**src/rtl/seg_scan_if.sv**
```systemverilog
`default_nettype none
// +-----------------------------------------------------------------------------+
// | seg_scan_if : data/control and pin bundle for the seg_scan_driver block      |
// | Rev 1.0                                                                      |
// +-----------------------------------------------------------------------------+
interface seg_scan_if #(
    parameter int N_DIGITS = 8
);
    logic [4*N_DIGITS-1:0] DI;
    logic [N_DIGITS-1:0]   DP_MASK;
    logic [N_DIGITS-1:0]   BLANK;
    logic                  HEX_EN;
    logic                  LZ_EN;
    logic                  LOAD;
    logic [6:0]            SEG;
    logic                  DP;
    logic [N_DIGITS-1:0]   AN;
    logic                  FRAME;

    modport master (
        output DI, DP_MASK, BLANK, HEX_EN, LZ_EN, LOAD,
        input  SEG, DP, AN, FRAME
    );

    modport slave (
        input  DI, DP_MASK, BLANK, HEX_EN, LZ_EN, LOAD,
        output SEG, DP, AN, FRAME
    );
endinterface

`default_nettype wire

```
**src/rtl/seg_scan_driver.sv**
```systemverilog
`default_nettype none
// +-----------------------------------------------------------------------------+
// | seg_scan_driver : multiplexed common-anode 7-segment scanner, frame-buffered |
// | Rev 1.0                                                                      |
// +-----------------------------------------------------------------------------+
module seg_scan_driver #(
    parameter int N_DIGITS = 8,
    parameter int DIV      = 200000,
    parameter int DEAD     = 0
) (
    input  logic       CLK,
    input  logic       RST,
    seg_scan_if.slave  bus
);
    localparam int c_CNT_W = (DIV > 1) ? $clog2(DIV) : 1;
    localparam int c_IDX_W = (N_DIGITS > 1) ? $clog2(N_DIGITS) : 1;
    localparam logic [c_CNT_W-1:0] c_CNT_LAST = c_CNT_W'(DIV - 1);
    localparam logic [c_IDX_W-1:0] c_IDX_LAST = c_IDX_W'(N_DIGITS - 1);

    logic [c_CNT_W-1:0]      r_cnt;
    logic [c_IDX_W-1:0]      r_idx;
    logic                    r_run;
    logic                    r_frame;
    logic [6:0]              r_seg;
    logic                    r_dp;
    logic [N_DIGITS-1:0]     r_an;
    logic [4*N_DIGITS-1:0]   r_pend_di;
    logic [N_DIGITS-1:0]     r_pend_dp;
    logic [N_DIGITS-1:0]     r_pend_blank;
    logic                    r_pend_vld;
    logic [4*N_DIGITS-1:0]   r_shd_di;
    logic [N_DIGITS-1:0]     r_shd_dp;
    logic [N_DIGITS-1:0]     r_shd_blank;

    logic                    w_tick;
    logic                    w_wrap;
    logic                    w_lit;
    logic                    w_acc;
    logic [N_DIGITS-1:0]     w_zero_from;
    logic [N_DIGITS-1:0]     w_an_sel;
    logic [3:0]              w_nib;
    logic                    w_blank;
    logic                    w_dpm;
    logic                    w_lz;
    logic [6:0]              w_seg;
    logic                    w_dp;
    logic [N_DIGITS-1:0]     w_an;

    function automatic logic [6:0] f_decode(input logic [3:0] nib, input logic hex);
        logic [6:0] seg;
        case (nib)
            4'h0: seg = 7'b1000000;
            4'h1: seg = 7'b1111001;
            4'h2: seg = 7'b0100100;
            4'h3: seg = 7'b0110000;
            4'h4: seg = 7'b0011001;
            4'h5: seg = 7'b0010010;
            4'h6: seg = 7'b0000010;
            4'h7: seg = 7'b1111000;
            4'h8: seg = 7'b0000000;
            4'h9: seg = 7'b0010000;
            4'hA: seg = 7'b0001000;
            4'hB: seg = 7'b0000011;
            4'hC: seg = 7'b1000110;
            4'hD: seg = 7'b0100001;
            4'hE: seg = 7'b0000110;
            default: seg = 7'b0001110;
        endcase
        if (!hex && nib > 4'h9) begin
            seg = 7'b1111111;
        end
        return seg;
    endfunction

    assign w_tick = (r_cnt == c_CNT_LAST);
    assign w_wrap = w_tick && (r_idx == c_IDX_LAST);

    // Anode stays off for the first DEAD cycles of every slot to avoid ghosting.
    generate
        if (DEAD == 0) begin : g_no_dead
            assign w_lit = 1'b1;
        end else begin : g_dead
            assign w_lit = (r_cnt >= c_CNT_W'(DEAD));
        end
    endgenerate

    always_comb begin
        w_zero_from = '0;
        w_acc       = 1'b1;
        for (int i = N_DIGITS - 1; i >= 0; i--) begin
            w_acc          = w_acc && (r_shd_di[4*i +: 4] == 4'h0);
            w_zero_from[i] = w_acc;
        end
    end

    always_comb begin
        w_nib    = 4'h0;
        w_blank  = 1'b0;
        w_dpm    = 1'b0;
        w_lz     = 1'b0;
        w_an_sel = '1;
        for (int i = 0; i < N_DIGITS; i++) begin
            if (r_idx == c_IDX_W'(i)) begin
                w_nib       = r_shd_di[4*i +: 4];
                w_blank     = r_shd_blank[i];
                w_dpm       = r_shd_dp[i];
                w_lz        = (i != 0) && w_zero_from[i];
                w_an_sel[i] = 1'b0;
            end
        end
    end

    always_comb begin
        w_seg = 7'h7F;
        w_dp  = 1'b1;
        w_an  = '1;
        if (r_run) begin
            if (w_lit) begin
                w_an = w_an_sel;
            end
            if (!w_blank) begin
                w_dp = ~w_dpm;
                if (!(bus.LZ_EN && w_lz)) begin
                    w_seg = f_decode(w_nib, bus.HEX_EN);
                end
            end
        end
    end

    always_ff @(posedge CLK) begin
        if (RST) begin
            r_cnt        <= '0;
            r_idx        <= '0;
            r_run        <= 1'b0;
            r_frame      <= 1'b0;
            r_seg        <= 7'h7F;
            r_dp         <= 1'b1;
            r_an         <= '1;
            r_pend_di    <= '0;
            r_pend_dp    <= '0;
            r_pend_blank <= '0;
            r_pend_vld   <= 1'b0;
            r_shd_di     <= '0;
            r_shd_dp     <= '0;
            r_shd_blank  <= '0;
        end else begin
            r_cnt   <= w_tick ? '0 : r_cnt + 1'b1;
            r_frame <= w_wrap;
            if (w_tick) begin
                r_idx <= (r_idx == c_IDX_LAST) ? '0 : r_idx + 1'b1;
            end
            if (w_wrap) begin
                r_run <= 1'b1;
            end
            // A LOAD landing on the wrap bypasses the pending stage entirely.
            if (w_wrap) begin
                if (bus.LOAD) begin
                    r_shd_di    <= bus.DI;
                    r_shd_dp    <= bus.DP_MASK;
                    r_shd_blank <= bus.BLANK;
                end else if (r_pend_vld) begin
                    r_shd_di    <= r_pend_di;
                    r_shd_dp    <= r_pend_dp;
                    r_shd_blank <= r_pend_blank;
                end
                r_pend_vld <= 1'b0;
            end else if (bus.LOAD) begin
                r_pend_di    <= bus.DI;
                r_pend_dp    <= bus.DP_MASK;
                r_pend_blank <= bus.BLANK;
                r_pend_vld   <= 1'b1;
            end
            r_seg <= w_seg;
            r_dp  <= w_dp;
            r_an  <= w_an;
        end
    end

    assign bus.SEG   = r_seg;
    assign bus.DP    = r_dp;
    assign bus.AN    = r_an;
    assign bus.FRAME = r_frame;

endmodule

`default_nettype wire

```
**src/flat_wrapper.sv**
```systemverilog
// flat-port wrapper written by rule: the top's interface ports become plain ports
module seg_scan_driver_flat 
#(
    parameter int N_DIGITS = 8,
    parameter int DIV      = 200000,
    parameter int DEAD     = 0
)
  (CLK, RST, bus_DI, bus_DP_MASK, bus_BLANK, bus_HEX_EN, bus_LZ_EN, bus_LOAD, bus_SEG, bus_DP, bus_AN, bus_FRAME);
  seg_scan_if #(.N_DIGITS(N_DIGITS)) bus_i ();
  input  logic CLK;
  input  logic RST;
  input wire logic [$bits(bus_i.DI)-1:0] bus_DI;
  input wire logic [$bits(bus_i.DP_MASK)-1:0] bus_DP_MASK;
  input wire logic [$bits(bus_i.BLANK)-1:0] bus_BLANK;
  input wire logic [$bits(bus_i.HEX_EN)-1:0] bus_HEX_EN;
  input wire logic [$bits(bus_i.LZ_EN)-1:0] bus_LZ_EN;
  input wire logic [$bits(bus_i.LOAD)-1:0] bus_LOAD;
  output wire logic [$bits(bus_i.SEG)-1:0] bus_SEG;
  output wire logic [$bits(bus_i.DP)-1:0] bus_DP;
  output wire logic [$bits(bus_i.AN)-1:0] bus_AN;
  output wire logic [$bits(bus_i.FRAME)-1:0] bus_FRAME;
  assign bus_i.DI = bus_DI;
  assign bus_i.DP_MASK = bus_DP_MASK;
  assign bus_i.BLANK = bus_BLANK;
  assign bus_i.HEX_EN = bus_HEX_EN;
  assign bus_i.LZ_EN = bus_LZ_EN;
  assign bus_i.LOAD = bus_LOAD;
  assign bus_SEG = bus_i.SEG;
  assign bus_DP = bus_i.DP;
  assign bus_AN = bus_i.AN;
  assign bus_FRAME = bus_i.FRAME;
  seg_scan_driver #(.N_DIGITS(N_DIGITS), .DIV(DIV), .DEAD(DEAD)) u_core (.CLK(CLK), .RST(RST), .bus(bus_i));
endmodule
```
**config.mk**
```make
export PLATFORM = sky130hd
export DESIGN_NAME = seg_scan_driver_flat
export DESIGN_NICKNAME = d
export VERILOG_FILES = /design/src/rtl/seg_scan_if.sv /design/src/rtl/seg_scan_driver.sv /design/src/flat_wrapper.sv
export SDC_FILE = /design/constraint.sdc
export NUM_CORES = 1
export LEC_CHECK = 0
export BUFFER_PORTS_ARGS = -buffer_cell sky130_fd_sc_hd__buf_2
export CAP_MARGIN = 40
export CORE_UTILIZATION = 25
export DETAILED_ROUTE_END_ITERATION = 10
export REMOVE_ABC_BUFFERS = 1
export SLEW_MARGIN = 20
export SYNTH_ARGS = -nofsm -noshare
export SYNTH_HDL_FRONTEND = slang
export SYNTH_SLANG_ARGS = --single-unit
```
**constraint.sdc**
```tcl
create_clock -name CLK -period 5.5 [get_ports CLK]
set_input_delay 0.275 -clock CLK [delete_from_list [all_inputs] [get_ports CLK]]
set_output_delay 0.275 -clock CLK [all_outputs]
set_load 0.1 [all_outputs]
```
== Word-level counts from Yosys, hierarchy flattened ==
Memory sizes are Yosys's and may differ from the RTL's. A register that Yosys moved wholly into a read port is not among the register bits.
Index checks and enable logic that the tools add are counted.

* Register bits: 129
* Bits in latches: 0
* RAM bits: 0
* Memory bits (read-only): 112
* Input bits: 53
* Output and inout bits: 17
* Logic and storage cells: 100
* Memories: 1

* $add $sub $neg: 2
* Multipliers: 0
* Div/mod/pow operators: 0
* Magnitude comparators: 1
* Equal/unequal tests: 8
* Shift operators: 0
* Mux-type cells: 46
* Bitwise gates (word level): 3
* Reductions and logical operators: 26

{| class="wikitable"
|+ Memory list
! name !! depth !! width !! rd ports !! clocked after Yosys merged registers in !! write ports !! RTL line !! RTL
|-
| (name not given) || 16 || 7 || 1 || 1 || 0 || seg_scan_driver.sv:51 || <nowiki>case (nib)</nowiki>
|}

{| class="wikitable"
|+ Operator list
! cell !! number
|-
| two-way mux 32 bit || 2
|-
| two-way mux 4 bit || 8
|-
| two-way mux 8 bit || 4
|-
| two-way mux 1 bit || 31
|-
| zero test 4 bit || 7
|-
| adder 18 x 1 -> 18 bit, second input constant || 1
|-
| == test 18 bit, second input constant || 1
|-
| == test 3 bit, second input constant || 4
|-
| logical AND 1 bit || 9
|-
| == test 3 x 2 -> 1 bit, second input constant || 2
|-
| OR reduction 2 bit || 3
|-
| OR reduction 5 bit || 1
|-
| > comparator 4 bit, second input constant || 1
|-
| AND reduction 2 bit || 2
|-
| adder 3 x 1 -> 3 bit, second input constant || 1
|-
| == test 3 x 1 -> 1 bit, second input constant || 1
|-
| zero test 3 bit || 1
|-
| two-way mux 3 bit || 1
|-
| inverter 1 bit || 3
|-
| OR reduction 3 bit || 1
|-
| nonzero test 2 bit || 1
|-
| zero test 1 bit || 1
|}

== Logic depth before layout (Yosys ltp) ==
Gate-level depths: netlist (run 1).

* Word-level depth: 16
* Mapped depth: 14
* Gate-level depth less buffers: 12

== Worst setup path after synthesis (run 1) ==
Ideal clock, no wire load.

* Path type: reg2reg
* From: register u_core.r_idx[2]
* To: register u_core.r_seg[1], in the netlist u_core.bus.SEG[1]
* Arrival time: 2969 ps
* Path slack: 2376 ps
* Stages on the path, launching flop included: 14
* Buffers on the path: 3
* Clock period less this slack: 3124 ps
* Cell sequence: dfxtp_1 buf_2 inv_1 clkbuf_1 ha_1 clkbuf_1 a32o_1 a21oi_1 o21ai_0 ha_1 or2_2 a31oi_1 a211oi_2 o311ai_0

* Cells in the longest elaborated chain, start to end: 12
* Elaborated cells on any way between the ends: 35
* Classes of those cells: order compare (1); eq/ne (7); mux (23); reduce/logical (4)

{| class="wikitable"
|+ RTL lines
! item !! RTL line !! RTL
|-
| from (decl) || seg_scan_driver.sv:21 || <nowiki>logic [c_IDX_W-1:0] r_idx;</nowiki>
|-
| from (signal assigned) || seg_scan_driver.sv:150 || <nowiki>r_idx <= (r_idx == c_IDX_LAST) ? '0 : r_idx + 1'b1;</nowiki>
|-
| zero test 3 bit || seg_scan_driver.sv:103 || <nowiki>if (r_idx == c_IDX_W'(i)) begin</nowiki>
|-
| two-way mux 4 bit (8 in series) || seg_scan_driver.sv:103 ||
|-
| > comparator 4 bit || seg_scan_driver.sv:69 || <nowiki>if (!hex && nib > 4'h9) begin</nowiki>
|-
| logical AND 1 bit || seg_scan_driver.sv:69 ||
|-
| OR reduction 5 bit (no line) || n/a ||
|-
| to (decl) || seg_scan_driver.sv:24 || <nowiki>logic [6:0] r_seg;</nowiki>
|}

Parallel ways exist; a longest one is shown, timed or not.
A chain may end at the register's enable or synchronous reset.

== Final worst setup path (run 1) ==
Ends and elaborated chain as after synthesis.

==> results.toml, run 1 <==
[status]
status = "completed"

[clocking]
ctsLongestPathBuffers = 2
cts_sinks = 136
cts_max_level = 4
root_buffer = "clkbuf_16"
cts_made_buffers = 17
post_cts_buffers = 0
cts_resized = 0
clk_pin_slew_worst_paths_ns = 0.06
holdBufCountCts = 0
cts_tree = "built"
insertion_delay_ns = 0.42

[cells_and_area]
final_nets = 840
final_cell_count_no_fill = 1110
synthToLayoutAreaGrowth_pct = 18.1
final_area_sq_mm = 0.00745
drive_gt1_frac = 0.163

[worst_setup_path]
ff2ff_setup_slack_ns = 1.41
timing.rr.start = "u_core.r_idx[2]"
startpoint_type = "flip-flop"
cp-end-kind = "flip-flop"
cp.arrival_ns = 4.35
regToRegEndpoint = "u_core.bus.SEG[1]"
cp_data_required_time_ns = 5.76
crit_type = "reg2reg"
ff2ff_path_depth = 11
cp_max_fo = 22

[worst_hold_path]
hold_depth = 3
min_from = "bus_BLANK[0]"
hold_class = "in2reg"
hold_end = "u_core.r_pend_blank[0]"

[detailed_routing]
vias_per_cell = 4.77
drt_pre_antenna_iters = 5
first_iter_violations = 425
routed_wl_microns = 15900
wl_per_cell_microns = 14.3
num_vias = 5295
drc = 0
ant_nets = 0

[job]
drv_cap = 0

[floorplanning]
die-area_sq_mm = 0.0259
ios = 70
core_sq_mm = 0.0245
die_h_microns = 161
row_count = 57
chipWidth_microns = 161
start_util = 0.257

[yosys]
netlist_area_sq_mm = 0.00631
yosysTopAreaCell = "dfxtp_1"
ys.flop_type = "dfxtp_1"
synth_area_leaders = "dfxtp_1, mux2i_1, a21oi_1, nand2_1, nor2_1"
synth_seq_cells = 136
synth_edf_count = 0
syn-instance-count = 736
synth_top_area_share = 0.431
syn_area_per_cell_sq_um = 8.57
yosysSeqAreaShare = 0.431
synth.distinct_cells = 59
async_flop_share = 0
yosys_warnings = 0

[sta]
worstMarginPinSlew_ns = 0.799
finalHoldViolCount = 0
rsz0062_at_grt = "no"
setup_violations = 0
tns_ns = 0
maxSlewViolCount = 0
setup_slack_ns = 1.41
period_share = 0.744
slew_headroom = 0.468
fin_skew_ns = 0.00985
max_freq_mhz = 244
min_period_ns = 4.09

[power_and_ir_drop]
p_seq_frac = 0.447
powerDensity_mw_per_mm2 = 305
pwr-share-clk = 0.500
power_mw = 2.27
p_sw_frac = 0.224
irDropWorstVdd_mv = 0.161
pwr-share-comb = 0.053
p_switching_mw = 0.510
p_int_mw = 1.77
leakagePower_nw = 2.70

[place]
placed_cell_area_sq_mm = 0.00686
numPortBuffers = 69
hpwl_microns = 11000
post-place-ws_ns = 1.53
gp_congestion = 0.887
dp_cells = 1079

[global_routing]
grt_overflow_total = 0
grt_pass1_vias = 4907
grt_max_degree = 66
grt_usage = 0.126
antenna_found_initial = 2
grt_pass1_wl_microns = 25800
## stage by stage
| stage | utilization | hold WS (ns) |
|---|---|---|
| floorplan | - | 0.340 |
| global placement | 0.279 | 0.427 |
| detailed placement | 0.280 | 0.431 |
| CTS | 0.304 | 0.0955 |
| global route | 0.304 | 0.106 |
| finish | 0.304 | 0.109 |
## worst max-delay path by stage
stage	startpoint	to	slack [ns]	depth (start not counted)
2_1_floorplan	u_core.r_idx[2]	u_core.r_shd_di[10]	1.35	6
4_1_cts	u_core.r_idx[2]	u_core.bus.SEG[1]	1.51	11
6_report	u_core.r_idx[2]	u_core.bus.SEG[1]	1.41	11
3_3_place_gp	u_core.r_idx[2]	u_core.r_pend_di[10]	1.51	7
5_1_grt	u_core.r_idx[2]	u_core.bus.SEG[1]	1.07	11
3_5_place_dp	u_core.r_idx[2]	u_core.bus.SEG[1]	1.53	11
## cells in the mapped netlist (9+ instances only)
cell	instances
a211oi_1	38
a211oi_2	17
a21oi_1	66
buf_4	10
clkbuf_1	33
dfxtp_1	136
ha_1	13
inv_1	9
mux2i_1	48
nand2_1	87
nand3_1	63
nor2_1	86
o21ai_0	13
## critical path, stage by stage (launching register included)
cell      delay (ns)
dfxtp_1         0.78
inv_1           0.36
ha_1            0.48
nor2_1          0.29
a32o_1          0.17
a21oi_1         0.07
o21ai_0         0.49
ha_1            0.39
or2_2           0.15
a31oi_1         0.08
a211oi_2        0.45
o311ai_0        0.23
## final cells by class
cell class	instances	area (sq um)
inverters	10	37.5
flip-flops and latches	136	2720
repair buffers	77	427
clock inverters	11	151
fillers	2654	17100
well taps	324	405
diodes	1	2.50
multi-input cells	532	3270
clock buffers	19	433
## power by group through the flow
stage               Combinational (mW)  Clock [mW]  Sequential (mW)
detailed placement               0.123           0             1.04
floorplan                       0.0548           0             1.04
global placement                 0.120           0             1.04
CTS                              0.123        1.17             1.02
finish                           0.121        1.14             1.02
global route                     0.136        1.21             1.02
## state kept, by name (all words and copies together), names as in the netlist, 3 cells and up
register             count
u_core.r_shd_dp          8
u_core.r_pend_di        32
u_core.bus.SEG           7
u_core.r_pend_blank      8
u_core.r_pend_dp         8
u_core.r_shd_blank       8
u_core.r_cnt            18
u_core.r_shd_di         32
u_core.r_idx             3
u_core.bus.AN            8
## cells by family after synthesis
logic type | share of synthesized area
AND/OR/NAND/NOR | 0.209
buffers and inverters | 0.0502
multiplexers | 0.0761
flip-flops | 0.431
XOR/XNOR | 0.0208
adder cells (fa/ha/maj) | 0.0258
AO/OA/AOI/OAI | 0.186
## layout by cell type (no fill, tap or decap), types with 5 or more instances in the layout
cell / Yosys / layout
nand2_1: 87 / 87
nor4_1: 8 / 8
buf_4: 10 / 8
a211oi_2: 17 / 17
inv_1: 9 / 9
ha_1: 13 / 13
clkbuf_16: 0 / 17
a21oi_1: 66 / 66
a31oi_1: 5 / 5
buf_2: 7 / 67
dfxtp_1: 136 / 136
xor2_1: 7 / 7
a211oi_1: 38 / 38
xnor2_1: 8 / 8
nand3_1: 63 / 63
mux2i_1: 48 / 48
nor2b_1: 7 / 7
o21ai_0: 13 / 13
nor2_1: 86 / 86
## per-layer routing
layer,vias up,track usage,wire (microns)
met3,19,0.0367,811
met5,-,0,13
met1,2443,0.169,7860
met2,128,0.189,6950
li1,2703,-,-
met4,2,0.0476,218
Power figures use the tool's default switching activity.
==> run 2, diff against run 1 <==
==> constraint.sdc (replaced) <==
create_clock -name CLK -period 3.8 [get_ports CLK]
set_input_delay 0.19 -clock CLK [delete_from_list [all_inputs] [get_ports CLK]]
set_output_delay 0.19 -clock CLK [all_outputs]
set_load 0.1 [all_outputs]
==> run 2 against run 1 <==
Utilization grew 0.33 points. Non-clock buffer count increased by 6. Largest power group unchanged. Total power up 49%. First-iteration DRC count fell by 15%. Critical path depth unchanged.
==> results.toml, run 2 (synthesized netlist as in run 1, its figures left out) <==
[place]
placed_cell_area_sq_mm = 0.00689
hpwl_microns = 10900
post-place-ws_ns = 0.411
gp_congestion = 0.881
dp_cells = 1083
numPortBuffers = 69

[cells_and_area]
final_cell_mix = "dfxtp_1, nand2_1, nor2_1, buf_2, a21oi_1"
final_common_cell = "dfxtp_1"
synthToLayoutAreaGrowth_pct = 19.4
final_nets = 846
drive_gt1_frac = 0.172
final_cell_count_no_fill = 1117
final_area_sq_mm = 0.00753
antenna_cells = 0
reg.largest.list = "u_core.r_pend_di x32, u_core.r_shd_di x32, u_core.r_cnt x18"

[detailed_routing]
drt_pre_antenna_iters = 5
ant_nets = 0
first_iter_violations = 361
routed_wl_microns = 15900
wl_per_cell_microns = 14.2
drc = 0
vias_per_cell = 4.73
num_vias = 5279

[sta]
setup_slack_ns = 0.504
slew_headroom = 0.456
max_freq_mhz = 303
period_share = 0.867
maxSlewViolCount = 0
hold-worst-slack_ns = 0.0119
min_period_ns = 3.30
finalHoldViolCount = 0
worstMarginPinSlew_ns = 0.803
rsz0062_at_grt = "no"
fin_skew_ns = 0.0103
setup_violations = 0

[floorplanning]
core_sq_mm = 0.0245
row_count = 57
ios = 70
start_util = 0.257
chipWidth_microns = 161
die_h_microns = 161
die-area_sq_mm = 0.0259

[global_routing]
antenna_found_initial = 0
grt_max_degree = 71
grt_pass1_wl_microns = 25500
grt_usage = 0.125
grt_overflow_total = 0
grt_pass1_vias = 4822

[clocking]
clk_pin_slew_worst_paths_ns = 0.06
post_cts_buffers = 0
cts_sinks = 136
cts_made_buffers = 17
cts_max_level = 4
cts_tree = "built"
insertion_delay_ns = 0.44
root_buffer = "clkbuf_16"
ctsLongestPathBuffers = 2

[status]
status = "completed"

[worst_setup_path]
ff2ff_setup_slack_ns = 0.50
timing.critical_path.buf_inv = 1
crit_family = "compound AO/OA/AOI/OAI gates"
cp_data_required_time_ns = 4.06
max_stage_delay_ns = 0.51
timing.rr.start = "u_core.r_idx[2]"
path_cells = "inv_1 > ha_2 > nor2_1 > o211ai_1 > a21oi_1 > o21ai_0 > ha_1 > or2_2 > a31oi_1 > a211oi_2 > nand4_1"
cp_max_fo = 16
cp.arrival_ns = 3.56
cp-startpoint = "u_core.r_idx[2]"
crit_type = "reg2reg"
cp-end-kind = "flip-flop"
startpoint_type = "flip-flop"
slowest_stage = "o21ai_0"

[power_and_ir_drop]
p_switching_mw = 0.780
pwr-share-comb = 0.051
p_int_mw = 2.60
leakagePower_nw = 2.74
powerDensity_mw_per_mm2 = 449
p_seq_frac = 0.435
pwr-share-clk = 0.514
irDropWorstVdd_mv = 0.205
p_sw_frac = 0.231

[job]
drv_cap = 0

[worst_hold_path]
min_from = "bus_BLANK[5]"
hold_class = "in2reg"
-- run 2: changes by cell type in the layout (fill, tap and decap cells not counted), sizes merged --
cell and change:
dlygate4sd3 +2, buf +4, clkbuf +1, clkinvlp +1, clkinv -4, diode -1
inv +4
-- run 2: worst register-to-register path, cell delays in order, from the launching register on --
cell and delay [ns]:
dfxtp_1 0.31, inv_1 0.27, ha_2 0.43, nor2_1 0.13, o211ai_1 0.14, a21oi_1 0.10
o21ai_0 0.51, ha_1 0.36, or2_2 0.14, a31oi_1 0.08, a211oi_2 0.46, nand4_1 0.21
-- run 2: power groups by stage --
stage          logic, mW  clock network, mW  registers (mW)
2_1_floorplan     0.0792                  0            1.50
5_1_grt            0.194               1.83            1.47
3_3_place_gp       0.172                  0            1.50
6_report           0.174               1.74            1.47
3_5_place_dp       0.175                  0            1.50
4_1_cts            0.177               1.78            1.47
-- run 2: layout make-up --
class	count	area (sq um)
clock buffer	20	457
tap	324	405
timing repair buffer	83	473
multi-input combinational	532	3270
clock inverter	12	163
inverter	10	37.5
sequential	136	2720
fill	2617	17000
-- run 2: worst paths after layout --
| check | endpoint | cells after the start |
|---|---|---|
| min | u_core.r_pend_blank[5] | 3 |
| max reg2reg | u_core.bus.SEG[0] | 11 |
| max | u_core.bus.SEG[0] | 11 |
| min reg2reg | u_core.r_cnt[0] | 1 |
-- run 2: layer usage --
| layer | global-route usage | up-vias | share of wire |
|---|---|---|---|
| li1 | - | 2702 | - |
| met1 | 0.173 | 2438 | 0.50 |
| met2 | 0.186 | 115 | 0.44 |
| met3 | 0.0287 | 24 | 0.048 |
| met4 | 0.0536 | 0 | 0.017 |
| met5 | 0 | - | 0 |
-- run 2: through the flow --
stage / TNS, ns / power [mW] / utilization
6_report: 0 / 3.38 / 0.307
5_1_grt: 0 / 3.50 / 0.307
4_1_cts: 0 / 3.42 / 0.307
3_5_place_dp: 0 / 1.68 / 0.281
3_3_place_gp: 0 / 1.67 / 0.281
2_1_floorplan: -15.59 / 1.58 / -
-- run 2: what timing repair did --
item,CTS,global route
endpoints found under the setup margin,0,1
gates resized for setup,0,1
hold buffers,2,0
endpoints found under the hold margin,2,0
==> run 3, diff against run 2 <==
--- a/config.mk
+++ b/config.mk
@@ -9,6 +9,7 @@
 export CAP_MARGIN = 40
 export CORE_UTILIZATION = 25
 export DETAILED_ROUTE_END_ITERATION = 10
+export MAX_ROUTING_LAYER = met4
 export REMOVE_ABC_BUFFERS = 1
 export SLEW_MARGIN = 20
 export SYNTH_ARGS = -nofsm -noshare
==> run 3 against run 2 <==
Design area is essentially flat. Clock power is essentially flat. Worst setup slack gained 0.050 ns. Largest cell class unchanged. Largest power group unchanged. Highest routed layer unchanged.
==> results.toml, run 3 (synthesized netlist as in run 1, its figures left out) <==
[worst_setup_path]
path_cells = "inv_1 > ha_2 > nor2_1 > o211ai_1 > a21oi_1 > o21ai_0 > ha_1 > or2_2 > a31oi_1 > a211oi_2 > o311ai_0"
ff2ff_setup_slack_ns = 0.55
max_stage_delay_ns = 0.48
slowest_stage = "a211oi_2"
timing.rr.start = "u_core.r_idx[2]"
cp-end-kind = "flip-flop"
regToRegEndpoint = "u_core.bus.SEG[4]"
cp_data_required_time_ns = 4.07
cp.arrival_ns = 3.51
crit_type = "reg2reg"
cp_max_fo = 16
ff2ff_path_depth = 11
startpoint_type = "flip-flop"

[place]
gp_congestion = 0.928
post-place-ws_ns = 0.392
hpwl_microns = 11100
numPortBuffers = 69
placed_cell_area_sq_mm = 0.00689

[job]
drv_cap = 0

[power_and_ir_drop]
powerDensity_mw_per_mm2 = 453
leakagePower_nw = 2.75
irDropWorstVdd_mv = 0.287

[sta]
setup_violations = 0
rsz0062_at_grt = "no"
slew_headroom = 0.449
finalHoldViolCount = 0
max_freq_mhz = 308
setup_slack_ns = 0.554
period_share = 0.854
fin_skew_ns = 0.00757
worstMarginPinSlew_ns = 0.813
maxSlewViolCount = 0
min_period_ns = 3.25
hold-worst-slack_ns = 0.0254

[floorplanning]
ios = 70
start_util = 0.257
die_h_microns = 161
chipWidth_microns = 161
die-area_sq_mm = 0.0259
core_sq_mm = 0.0245
row_count = 57

[worst_hold_path]
hold_end = "u_core.r_pend_di[28]"
hold_class = "in2reg"
hold_depth = 3
min_from = "bus_DI[28]"

[cells_and_area]
drive_gt1_frac = 0.172
reg.largest.list = "u_core.r_pend_di x32, u_core.r_shd_di x32, u_core.r_cnt x18"
final_area_sq_mm = 0.00753
final_cell_mix = "dfxtp_1, nand2_1, nor2_1, buf_2, a21oi_1"
register_area_sq_mm = 0.00272
synthToLayoutAreaGrowth_pct = 19.3
antenna_cells = 0
nFillCells = 2636
final_common_cell = "dfxtp_1"
final_nets = 845
multi_input_area_sq_mm = 0.00327

[clocking]
holdBufCountCts = 0
cts_sinks = 136
ctsLongestPathBuffers = 2
post_cts_buffers = 0
cts_tree = "built"
clk_pin_slew_worst_paths_ns = 0.06
root_buffer = "clkbuf_16"
cts_resized = 0
cts_max_level = 4
insertion_delay_ns = 0.42
cts_made_buffers = 17

[detailed_routing]
ant_nets = 0
drc = 0
routed_wl_microns = 15900
vias_per_cell = 4.71
drt_pre_antenna_iters = 5
num_vias = 5260
first_iter_violations = 312
wl_per_cell_microns = 14.2

[global_routing]
antenna_found_initial = 0
grt_overflow_total = 0
grt_usage = 0.130
grt_max_degree = 69
grt_pass1_wl_microns = 25800
grt_pass1_vias = 4886

[status]
status = "completed"
## run 3: worst max-delay path, delay by kind of cell, from the launching register on
kind                     cells  cell delay, ns
AO/OA/AOI/OAI                6            1.48
adder cells (fa/ha/maj)      2            0.78
buffers and inverters        1            0.26
flip-flops                   1            0.30
AND/OR/NAND/NOR              2            0.27
## run 3: cell type report
| class | instances | area share |
|---|---|---|
| Timing Repair Buffer | 82 | 0.0595 |
| Sequential cell | 136 | 0.362 |
| Clock inverter | 10 | 0.0223 |
| Tap cell | 324 | 0.0538 |
| Clock buffer | 22 | 0.0630 |
| Multi-Input combinational cell | 532 | 0.435 |
| Inverter | 10 | 0.00499 |
## run 3: worst max-delay path by stage
stage / endpoint / slack (ns) / depth (start not counted) / startpoint
detailed placement: u_core.bus.SEG[4] / 0.39 / 11 / u_core.r_idx[2]
floorplan: u_core.r_shd_di[10] / -0.35 / 6 / u_core.r_idx[2]
global route: u_core.bus.SEG[1] / 0.15 / 11 / u_core.r_idx[2]
CTS: u_core.bus.SEG[4] / 0.39 / 11 / u_core.r_idx[2]
global placement: u_core.bus.SEG[1] / 0.59 / 11 / u_core.r_idx[2]
finish: u_core.bus.SEG[4] / 0.55 / 11 / u_core.r_idx[2]
## run 3: power breakdown
part,switching [mW],internal (mW),leakage (nW)
Clock,0.616,1.15,0.310
Sequential,0.0140,1.46,1.11
Combinational,0.102,0.0689,1.33
Total,0.732,2.68,2.75
## run 3: through the flow
| stage | std cells | power [mW] | utilization | setup TNS (ns) |
|---|---|---|---|---|
| final | 1116 | 3.41 | 0.307 | 0 |
| after global routing | 1116 | 3.54 | 0.307 | 0 |
| after CTS | 1116 | 3.45 | 0.307 | 0 |
| after detailed placement | 1084 | 1.68 | 0.281 | 0 |
| after global placement | 1084 | 1.67 | 0.281 | 0 |
| after floorplan | 678 | 1.58 | - | -15.59 |
## run 3: layer usage
layer / up-vias / global-route usage / wire length [microns]
met3: 23 / 0.0328 / 804
li1: 2707 / - / -
met2: 136 / 0.187 / 6990
met1: 2394 / 0.174 / 7780
met5: - / - / 0
met4: 0 / 0.0497 / 324
